File: src/rtl/ga_dram_slot_scheduler.sv
// Gate-array memory slot scheduler: splits each microsecond into a video slot and a CPU slot.
// It drives the DRAM/ROM strobes and the Z80 READY handshake. Define GA_RFSH_COUNTER_EN to build the refresh row counter.
module ga_dram_slot_scheduler #(
    parameter int unsigned READY_PHASE = 12,
    parameter logic [1:0]  LOROM_TOP   = 2'b00,
    parameter logic [1:0]  HIROM_TOP   = 2'b11
) (
    input  logic       ck16,
    input  logic       reset,
    input  logic       a15,
    input  logic       a14,
    input  logic       mreq_n,
    input  logic       iorq_n,
    input  logic       m1_n,
    input  logic       rd_n,
    input  logic       wr_n,
    input  logic       lorom_en,
    input  logic       hirom_en,
    output logic [3:0] phase,
    output logic       phi_n,
    output logic       cclk,
    output logic       ready,
    output logic       ras_n,
    output logic       cas_n,
    output logic       casad_n,
    output logic       mwe_n,
    output logic       ramrd_n,
    output logic       romen_n,
    output logic       cpu_n,
    output logic       vid_latch,
    output logic       vid_byte,
    output logic [6:0] rfsh_addr
);

    typedef enum logic [1:0] {IDLE, WAIT, GRANT, DONE} state_t;

    localparam logic [3:0] READY_PH = 4'(READY_PHASE);

    state_t     state;
    state_t     state_next;
    logic [3:0] phase_next;
    logic       mem_req;
    logic       io_req;
    logic       any_req;
    logic       req_write;
    logic       req_io;
    logic       req_rom;
    logic       take;
    logic       kind_write;
    logic       kind_io;
    logic       kind_rom;
    logic       write_next;
    logic       io_next;
    logic       rom_next;
    logic       ram_acc;
    logic       ready_d;
    logic       ras_d;
    logic       cas_d;
    logic       casad_d;
    logic       mwe_d;
    logic       ramrd_d;
    logic       romen_d;
    logic       cpu_d;
    logic       vid_ras;
    logic       vid_cas;

    function automatic logic in_range(input logic [3:0] p, input logic [3:0] lo,
                                      input logic [3:0] hi);
        return (p >= lo) && (p <= hi);
    endfunction

    // Outputs are registered, so everything is decoded for the phase about to start.
    always_comb begin
        phase_next = phase + 4'd1;
        mem_req    = !mreq_n && (!rd_n || !wr_n);
        // An interrupt acknowledge is treated as an ordinary IO cycle.
        io_req     = !iorq_n || (!m1_n && !iorq_n);
        any_req    = mem_req || io_req;
        req_write  = mem_req && !wr_n;
        req_io     = !mem_req;
        req_rom    = mem_req && wr_n &&
                     ((lorom_en && ({a15, a14} == LOROM_TOP)) ||
                      (hirom_en && ({a15, a14} == HIROM_TOP)));

        state_next = state;
        case (state)
            IDLE:    if (any_req) state_next = (phase == 4'd8) ? GRANT : WAIT;
            WAIT: begin
                if (!any_req)             state_next = IDLE;
                else if (phase == 4'd8)   state_next = GRANT;
            end
            GRANT:   if (phase == 4'd15) state_next = DONE;
            DONE:    if (mreq_n && iorq_n) state_next = IDLE;
            default: state_next = IDLE;
        endcase

        take       = (state != GRANT) && (state_next == GRANT);
        write_next = take ? req_write : kind_write;
        io_next    = take ? req_io    : kind_io;
        rom_next   = take ? req_rom   : kind_rom;
        ram_acc    = (state_next == GRANT) && !io_next && !rom_next;

        case (state_next)
            WAIT:    ready_d = 1'b0;
            GRANT:   ready_d = (phase_next >= READY_PH);
            default: ready_d = 1'b1;
        endcase

        vid_ras = in_range(phase_next, 4'd1, 4'd3) || in_range(phase_next, 4'd5, 4'd7);
        vid_cas = in_range(phase_next, 4'd2, 4'd3) || in_range(phase_next, 4'd6, 4'd7);

        // Slots without a RAM access still run a short RAS-only refresh.
        ras_d   = vid_ras ||
                  (ram_acc  && in_range(phase_next, 4'd9, 4'd13)) ||
                  (!ram_acc && in_range(phase_next, 4'd9, 4'd11));
        casad_d = vid_cas || (ram_acc && in_range(phase_next, 4'd10, 4'd13));
        cas_d   = vid_cas || (ram_acc && in_range(phase_next, 4'd11, 4'd13));
        mwe_d   = ram_acc && write_next && in_range(phase_next, 4'd11, 4'd13);
        ramrd_d = ram_acc && !write_next && in_range(phase_next, 4'd10, 4'd14);
        romen_d = (state_next == GRANT) && rom_next && in_range(phase_next, 4'd9, 4'd14);
        cpu_d   = (state_next == GRANT) && !io_next && in_range(phase_next, 4'd9, 4'd14);
    end

    always_ff @(posedge ck16) begin
        if (reset) begin
            phase      <= 4'd0;
            state      <= IDLE;
            kind_write <= 1'b0;
            kind_io    <= 1'b0;
            kind_rom   <= 1'b0;
            ready      <= 1'b1;
            phi_n      <= 1'b1;
            cclk       <= 1'b0;
            ras_n      <= 1'b1;
            cas_n      <= 1'b1;
            casad_n    <= 1'b1;
            mwe_n      <= 1'b1;
            ramrd_n    <= 1'b1;
            romen_n    <= 1'b1;
            cpu_n      <= 1'b1;
            vid_latch  <= 1'b0;
            vid_byte   <= 1'b0;
        end else begin
            phase      <= phase_next;
            state      <= state_next;
            kind_write <= write_next;
            kind_io    <= io_next;
            kind_rom   <= rom_next;
            ready      <= ready_d;
            phi_n      <= !phase_next[1];
            cclk       <= phase_next[3];
            ras_n      <= !ras_d;
            cas_n      <= !cas_d;
            casad_n    <= !casad_d;
            mwe_n      <= !mwe_d;
            ramrd_n    <= !ramrd_d;
            romen_n    <= !romen_d;
            cpu_n      <= !cpu_d;
            vid_latch  <= (phase_next == 4'd3) || (phase_next == 4'd7);
            if ((phase_next == 4'd3) || (phase_next == 4'd7)) begin
                vid_byte <= phase_next[2];
            end
        end
    end

`ifdef GA_RFSH_COUNTER_EN
    // Advance the refresh row once per slot that ran a refresh cycle.
    always_ff @(posedge ck16) begin
        if (reset) begin
            rfsh_addr <= 7'd0;
        end else if ((phase_next == 4'd12) && !ram_acc) begin
            rfsh_addr <= rfsh_addr + 7'd1;
        end
    end
`else
    assign rfsh_addr = 7'd0;
`endif

endmodule

File: config.mk
export PLATFORM = sky130hd
export DESIGN_NAME = ga_dram_slot_scheduler
export DESIGN_NICKNAME = d
export VERILOG_FILES = /design/src/rtl/ga_dram_slot_scheduler.sv
export SDC_FILE = /design/constraint.sdc
export NUM_CORES = 1
export LEC_CHECK = 0
export BUFFER_PORTS_ARGS = -buffer_cell sky130_fd_sc_hd__buf_2
export CAP_MARGIN = 10
export CORE_MARGIN = 5
export CORE_UTILIZATION = 47
export DETAILED_ROUTE_END_ITERATION = 8
export PLACE_DENSITY = 0.76
export SKIP_CTS_REPAIR_TIMING = 1
export SLEW_MARGIN = 20
export SYNTH_ARGS = -nofsm -noshare
export SYNTH_HDL_FRONTEND = slang
export SYNTH_SLANG_ARGS = --single-unit
File: constraint.sdc
create_clock -name ck16 -period 2.6 [get_ports ck16]
set_clock_uncertainty 0.15 [all_clocks]
set_input_delay 0.52 -clock ck16 [delete_from_list [all_inputs] [get_ports ck16]]
set_output_delay 0.52 -clock ck16 [all_outputs]
set_load 0.02 [all_outputs]
==> results of run 1 <==
## layer usage
metal	part of all wire (%)	GRT usage, %	up-vias	wire (µm)
li1	-	-	402	-
met1	43	15.4	372	843
met2	48	25.2	21	948
met3	6.5	3.49	5	128
met4	2.4	8.50	0	48
met5	0	0	-	0
## logic make-up after synthesis
group,share of synthesized area [%]
simple gates,23.7
compound gates,16.2
mux,3.30
flops,42.2
fa+ha+maj,3.96
buf+inv,9.23
other cells,0.395
xor+xnor,0.924
## critical path, stage by stage, from the launching register on
cell	delay, ns
dfxtp_1	0.36
inv_1	0.12
ha_1	0.24
and3b_2	0.24
o2bb2ai_2	0.09
a211oi_2	0.29
nor4bb_1	0.39
nand2b_1	0.10
## per-stage QoR
stage / cells / hold slack (ns) / area, µm²
global placement: 153 / 0.305 / 1070
floorplan: 110 / 0.319 / 971
detailed placement: 153 / 0.317 / 1070
global route: 157 / 0.349 / 1120
finish: 157 / 0.347 / 1120
CTS: 157 / 0.341 / 1120
## power groups by stage
stage / clock network [mW] / logic [mW] / registers, mW
5_1_grt: 0.278 / 0.110 / 0.331
4_1_cts: 0.261 / 0.0988 / 0.329
6_report: 0.258 / 0.0984 / 0.329
2_1_floorplan: 0 / 0.0585 / 0.353
3_3_place_gp: 0 / 0.0963 / 0.336
3_5_place_dp: 0 / 0.0983 / 0.336
## how the worst max path moves through the flow
stage / startpoint / to / slack [ns] / cells after the start
final: phase[0]$_SDFF_PP0_ / mwe_n$_SDFF_PP1_ / 0.50 / 7
after floorplan: phase[0]$_SDFF_PP0_ / kind_rom$_SDFF_PP0_ / 0.62 / 7
after CTS: phase[0]$_SDFF_PP0_ / mwe_n$_SDFF_PP1_ / 0.51 / 7
after detailed placement: phase[0]$_SDFF_PP0_ / mwe_n$_SDFF_PP1_ / 0.54 / 7
after global placement: wr_n / mwe_n$_SDFF_PP1_ / 0.56 / 6
after global routing: phase[0]$_SDFF_PP0_ / mwe_n$_SDFF_PP1_ / 0.37 / 7
## layout by cell type (no fill, tap or decap), drive strengths merged, types with 2 or more instances in the layout
cell and n:
a211oi 2, mux2i 2, nor2 14, clkbuf 3, nand4 3, inv 5, nand2 7, buf 26
dfxtp 20, ha 3, and2 2, a21oi 5, nand3 3, nand2b 3, nor2b 3, a311oi 2
conb 7
## layout make-up
class | count | area [µm²]
clock buffers | 3 | 22.5
multi-input cells | 75 | 483
well taps | 27 | 33.8
flip-flops and latches | 20 | 400
clock inverters | 1 | 30.0
fillers | 183 | 821
inverters | 5 | 18.8
repair buffers | 26 | 133
==> impl_results.md, run 1 <==
- HP Start: phase[0]$_SDFF_PP0_
- Power per Cell Area: 611 nW/µm²
- Switching Power: 0.175 mW
- Top cells by area, synth: dfxtp_1 42%, buf_4 6.3%, nor2_1 5.5%
- Biggest regs: phase: 4 flops, state: 2 flops
- Core Area: approximately 1900 µm²
- Critical Path AT: 2.15 ns
- Number of synthesized flops with an enable pin: 0
- Worst reg2reg setup slack: 0.50 ns
- Worst-path fanout max: 5
- DR WL/cell: roughly 13 µm
- Yosys reg bits: 20
- Sw Ratio: 25.5%
- Leakage: about 0.50 nW
- CTS sink cnt: 20
- First-pass GRT wire length: 3060 µm
- Initial core utilization: 48.8%
- Total Routing Usage GR: 14.3%
- Post-detail-place hpwl: 1540 µm
- Root Buffer: clkbuf_4
- Setup TNS: 0 ns
- Num CTS Buffers: 3
- Final Max Tran Viols: 0
- YS warnings: 0
- Combinational share of power: 14.4%
- Vias in the first global route: approximately 760
- DRC Markers: 0
- Critical path capture point type: register
- Number of iterations in the first detailed-routing pass: 4
- Max Cap Viol: 0
- Clock tree buffer depth: 2
- Overall power after layout: 0.685 mW
- Crit start category: register
- HP Class: reg2reg
- Reg power frac: 48.0%
- VDD IR-drop max: roughly 0.49 mV
- I/O Pins: 34
- Ys async rst share: 0%
- Endpoints failing setup: 0
- Fin crit period: 2.10 ns
- Fmax: roughly 0.48 GHz
- Remaining Overflow, GRT: 0
- Final period utilization: 80.6%
- Biggest register: phase
- Routability cong.: 0.848
- Area growth, synth to finish: 18.2%
- PortBufs: 25
- Initial antenna violation count: 0
- CTS H-Tree Depth: 1
- Crit path kind: reg2reg
- Cells after synthesis: between 100 and 150
- Distinct cells, synth: 39
- Largest net degree at the start of global routing: 13
- Hold Fails Final Rpt: 0
- Via count: 800
- Hold path depth: 1
- Worst r2r path cells: 7
- Worst reg2reg endpoint: mwe_n$_SDFF_PP1_
- ANT cells: 0
- Routed Antenna Nets: 0
- Slack of the critical path: 0.504 ns
- Layout cells sized above 1: 28.5%
- Clk pwr share: between 30% and 40%
- WP data required: ~2.7 ns
- Post-synth top cells: 20 x dfxtp_1, 14 x nor2_1, 8 x buf_4
- Syn avg cell area: 9.12 µm²
- Horiz. Die Dim: 54.9 µm
- Die Area: 3020 µm²
- Worst hold endpoint: phase[0]$_SDFF_PP0_
- Post-synth top area cell: dfxtp_1
- Die Y: 54.9 µm
- Cell area after synthesis: 948 µm²
- Via density: 5.10
- Final wirelength: 1970 µm
- P_int: 0.511 mW
- Register area share after synthesis: a little over two fifths
- Layout Utilization: 57.7%
- Most common cell in the netlist: dfxtp_1
- Latest clock arrival within the worst-skew pair: 0.31 ns
- Nets@finish: 145
- Cell row count: 16
- Post-synth top area share: 42.2%
- Worst-path clk slew: 0.11 ns
- RSZ-0062 raised after global routing: false
- Status: completed
- FF-to-FF Start: phase[0]$_SDFF_PP0_
- Worst slack at placement: 0.542 ns
- Largest register FFs: 4
- CTS tree: built
- 1st-iter DRT viols: 11
- Top_reg_cell synth: dfxtp_1
(Power assumes the default switching activity.)
==> run 2: changes to the inputs <==
Settings changed: ABC_AREA set to 1, CORE_UTILIZATION 47 to 44, PLACE_DENSITY 0.76 to 0.73.
Clock period 2.6 ns to 1.85 ns, I/O delays scaled along.
==> impl_results.md, run 2 <==
- Status: completed
- Switching Power: 0.249 mW
- Biggest regs: phase: 4 flops, state: 2 flops
- Post-synth top cells: 28 x nand2_1, 20 x dfxtp_1, 19 x inv_1
- CTS H-Tree Depth: 1
- VDD IR-drop max: 0.413 mV
- Critical Path AT: roughly 1.9 ns
- Num CTS Buffers: 3
- Setup TNS: 0 ns
- Leakage: between 0.5 and 0.6 nW
- Syn avg cell area: 7.65 µm²
- Yosys reg bits: 20
- Number of synthesized flops with an enable pin: 0
- Layout cells sized above 1: 38.4%
- Power per Cell Area: around 650 nW/µm²
- Top cells by area, synth: dfxtp_1 38%, nand2_1 10%, inv_1 6.8%
- Register area share after synthesis: approximately 38%
- Vias in the first global route: 877
- Cell area after synthesis: 1060 µm²
- Max Cap Viol: 0
- HP Class: in2reg
- CP delay by family, top: simple AND/OR/NAND/NOR gates
- YS warnings: 0
- CTS tree: built
- DRC Markers: 0
- Die Y: ~59 µm
- Clk pwr share: about 29%
- Crit start category: register
- Crit-path slowest cell: dfxtp_4
- P_int: 0.629 mW
- Hold Fails Final Rpt: 0
- PortBufs: 25
- Largest register FFs: 4
- Routability cong.: 0.825
- Number of iterations in the first detailed-routing pass: 4
- Final wirelength: 2090 µm
- Post-detail-place hpwl: 1570 µm
- WP data required: 1.90 ns
- Most frequent CP cell: nand2_2
- Post-synth top area share: 37.9%
- Sw Ratio: 28.4%
- Worst-path fanout max: 5
- Routed Antenna Nets: 0
- Cell row count: 17
- Largest net degree at the start of global routing: 12
- Total Routing Usage GR: 12.9%
- Fin crit period: 1.84 ns
- Ys async rst share: 0%
- Fmax: between 0.5 and 0.6 GHz
- I/O Pins: 34
- Most common cell in the netlist: nand2_1
- Critical path capture point type: register
- Final period utilization: 99.7%
- 1st-iter DRT viols: 20
- Final Max Tran Viols: 0
- Max incr delay on CP: 0.38 ns
- Critical Path, Cell by Cell: inv_2 -> ha_4 -> nand3_2 -> nand2_2 -> nand2_2 -> nor2_4 -> nand4_1 -> nand2_4 -> nand3_4 -> o21ai_1 -> nand2_1
- Post-synth top area cell: dfxtp_1
- Horiz. Die Dim: 59.0 µm
- Latest clock arrival within the worst-skew pair: 0.30 ns
- Via density: 4.60
- First-pass GRT wire length: 3460 µm
- Biggest register: phase
- Most common cell after layout, fill and taps aside: nand2_1
- Die Area: ~3500 µm²
- RSZ-0062 raised after global routing: true
- Worst-path clk slew: 0.11 ns
- Initial core utilization: 46.8%
- Worst Path Buf+Inv: 1
- Distinct cells, synth: 26
- Initial antenna violation count: 0
- Area growth, synth to finish: 27.6%
- Endpoints failing setup: 0
- Reg power frac: 52.8%
- ANT cells: 0
- Top_reg_cell synth: dfxtp_1
- DR WL/cell: 10.5 µm
- Via count: 920
- Clock tree buffer depth: 2
- Cells after synthesis: 138
- Root Buffer: clkbuf_4
- Combinational share of power: 18.5%
- Core Area: ~2300 µm²
- Most frequent cells in the layout: 28 x nand2_1, 25 x buf_2, 17 x dfxtp_1
- Crit path kind: reg2reg
- Nets@finish: approximately 190
- Worst hold slack: 0.224 ns
- CTS sink cnt: 20
- Remaining Overflow, GRT: 0
[run 2: cell count changes after synthesis, sizes merged, moves of 3 or more]
cell,delta
inv,+14
o21ai,+5
nand3,+8
nand2,+27
nand2b,-3
nor2,+7
nor2b,-3
[run 2: path summary, 6_finish.rpt]
path / startpoint / endpoint / slack [ns] / cells after the start
hold / removal: reset / phase[0]$_SDFF_PP0_ / 0.22 / 2
setup reg to reg: phase[1]$_SDFF_PP0_ / cas_n$_SDFF_PP1_ / 0.006 / 11
hold reg to reg: vid_byte$_SDFFE_PP0P_ / vid_byte$_SDFFE_PP0P_ / 0.32 / 2
setup / recovery: phase[1]$_SDFF_PP0_ / cas_n$_SDFF_PP1_ / 0.006 / 11
[run 2: per-layer routing]
layer	up-vias	track usage, %	share of wire [%]
met4	0	9.06	3.0
met5	-	0	0
met1	405	15.9	42
met2	23	20.5	49
li1	485	-	-
met3	7	1.96	5.4
[run 2: final cells by class]
type	instances	area, µm²
Tap cell	28	35.0
Multi-Input combinational cell	96	613
Timing Repair Buffer	33	185
Inverter	19	71.3
Clock buffer	4	36.3
Fill cell	211	907
Sequential cell	20	407
[run 2: stage by stage]
step | util (%) | setup slack [ns] | cell area [µm²] | power, mW | cells
6_report | 59.8 | 0.00636 | 1350 | 0.878 | 200
5_1_grt | 59.8 | -0.0856 | 1350 | 0.928 | 200
4_1_cts | 56.0 | -0.0294 | 1260 | 0.872 | 198
3_5_place_dp | 54.4 | -0.00540 | 1230 | 0.621 | 194
3_3_place_gp | 54.4 | 0.0298 | 1230 | 0.619 | 194
2_1_floorplan | - | 0.0107 | 1090 | 0.582 | 144
[run 2: cell families (layout without fill, tap and decap cells)]
logic type,count (synthesis),in the layout,synth area share (%)
and+or+nand+nor,74,74,36.3
buffers and inverters,28,56,12.8
DFF,20,20,37.9
AOI/OAI and AO/OA,11,11,7.58
adders and majority gates,3,3,3.55
other,1,7,0.355
xor gates and xnor gates,1,1,1.54
[run 2: power groups by stage]
stage / clock [mW] / sequential [mW] / combinational (mW)
2_1_floorplan: 0 / 0.494 / 0.0887
3_3_place_gp: 0 / 0.470 / 0.149
3_5_place_dp: 0 / 0.471 / 0.150
4_1_cts: 0.259 / 0.461 / 0.151
5_1_grt: 0.281 / 0.467 / 0.179
6_report: 0.252 / 0.463 / 0.163
==> run 3: changes to the inputs <==
Settings changed: ABC_AREA 1 to 0, CORE_UTILIZATION 44 to 43.
==> impl_results.md, run 3 (synthesized netlist as in run 1, its figures left out) <==
- Status: completed
- First-pass GRT wire length: 3700 µm
- Most frequent cells in the layout: 25 x buf_2, 17 x dfxtp_1, 14 x buf_4
- Largest net degree at the start of global routing: 13
- Worst Path Buf+Inv: 2
- Root Buffer: clkbuf_4
- Initial core utilization: between 40% and 50%
- Die Y: ~57 µm
- Max Cap Viol: 0
- Area growth, synth to finish: 42.3%
- Crit start category: register
- Biggest regs: phase: 4 flops, state: 2 flops
- Layout cells sized above 1: 46.2%
- Routability cong.: 0.836
- Filler Cells Inserted: 187
- Initial antenna violation count: 0
- CTS tree: built
- PortBufs: 25
- Horiz. Die Dim: 57.0 µm
- Layout Utilization: 62.8%
- Endpoints failing setup: 0
- Fmax: 0.544 GHz
- Total Routing Usage GR: 14.5%
- Core Area: 2150 µm²
- Biggest register: phase
- DRC Markers: 0
- I/O Pins: 34
- WP data required: between 1.5 and 2 ns
- Post-detail-place hpwl: 1770 µm
- Max incr delay on CP: 0.37 ns
- Clock tree buffer depth: 2
- Critical Path, Cell by Cell: inv_2 -> ha_4 -> and3b_2 -> o2bb2ai_4 -> a211oi_4 -> buf_4 -> nor2b_1 -> o221ai_1
- Critical Path AT: 1.87 ns
- Cell row count: 17
- Setup TNS: 0 ns
- Vias in the first global route: 839
- Via density: 5.01
- Power per Cell Area: 746 nW/µm²
- Critical path capture point type: register
- Via count: 857
- Largest register FFs: 4
- 1st-iter DRT viols: 19
- VDD IR-drop max: 0.555 mV
- Nets@finish: about 160
- RSZ-0062 raised after global routing: true
- Most common cell after layout, fill and taps aside: buf_2
- CTS sink cnt: 20
- Num CTS Buffers: 3
- Leakage: 0.573 nW
- Worst-path clk slew: approximately 0.11 ns
- Worst hold slack: between 0.2 and 0.25 ns
- CP delay by family, top: compound AO/OA/AOI/OAI gates
- Final Max Tran Viols: 0
- HP Class: in2reg
- Fin crit period: 1.84 ns
- Number of iterations in the first detailed-routing pass: 2
- Remaining Overflow, GRT: 0
- Crit path kind: reg2reg
- Overall power after layout: slightly above 1 mW
- Final wirelength: 2350 µm
- ANT cells: 0
- Crit-path slowest cell: dfxtp_4
- Worst-path fanout max: 4
- Die Area: 3250 µm²
- Latest clock arrival within the worst-skew pair: around 0.30 ns
- Routed Antenna Nets: 0
- Final period utilization: 99.4%
- Hold Fails Final Rpt: 0
- DR WL/cell: between 10 and 15 µm
- CTS H-Tree Depth: 1
run 3: cell types whose count changed in the layout (fill, tap and decap cells not counted), sizes merged, moves of 5 or more:
cell | previous run | this run
nand3 | 11 | 3
inv | 19 | 5
o21ai | 6 | 1
buf | 33 | 39
nor2 | 21 | 14
nand2 | 34 | 7
run 3: cell type report:
class / count / area (µm²) / share of cell area [%]
clock buffers: 3 / 22.5 / 1.67
clock inverters: 1 / 30.0 / 2.22
inverters: 5 / 18.8 / 1.39
multi-input cells: 75 / 607 / 44.9
flip-flops and latches: 20 / 407 / 30.1
well taps: 28 / 35.0 / 2.60
repair buffers: 39 / 230 / 17.1
run 3: path summary, 6_finish.rpt:
path	startpoint	end	slack [ns]	depth (start not counted)
setup / recovery	phase[1]$_SDFF_PP0_	casad_n$_SDFF_PP1_	0.01	8
hold / removal	reset	phase[0]$_SDFF_PP0_	0.23	2
setup reg to reg	phase[1]$_SDFF_PP0_	casad_n$_SDFF_PP1_	0.01	8
hold reg to reg	kind_write$_SDFF_PP0_	ramrd_n$_SDFF_PP1_	0.38	2
run 3: through the flow:
| step | cell area, µm² | cells | worst slack, ns |
|---|---|---|---|
| 6_report | 1350 | 171 | 0.0102 |
| 5_1_grt | 1350 | 171 | -0.121 |
| 4_1_cts | 1230 | 171 | -0.0117 |
| 3_5_place_dp | 1170 | 167 | -0.0279 |
| 3_3_place_gp | 1170 | 167 | 0.0132 |
| 2_1_floorplan | 977 | 110 | 0.00380 |
run 3: power by group:
part / switching [mW] / internal [mW]
Sequential: 0.0113 / 0.452
Clock: 0.132 / 0.219
Combinational: 0.116 / 0.0769
run 3: worst reg2reg max path, stage by stage (launching register included):
cell	delay, ns
dfxtp_4	0.37
inv_2	0.06
ha_4	0.12
and3b_2	0.25
o2bb2ai_4	0.09
a211oi_4	0.24
buf_4	0.17
nor2b_1	0.15
o221ai_1	0.12
run 3: layer usage:
layer / track usage (%) / vias to the layer above / part of all wire (%)
met5: 0 / - / 0
met4: 7.28 / 0 / 1.7
met3: 3.39 / 6 / 5.0
met2: 25.4 / 21 / 53
met1: 16.3 / 400 / 41
li1: - / 430 / -
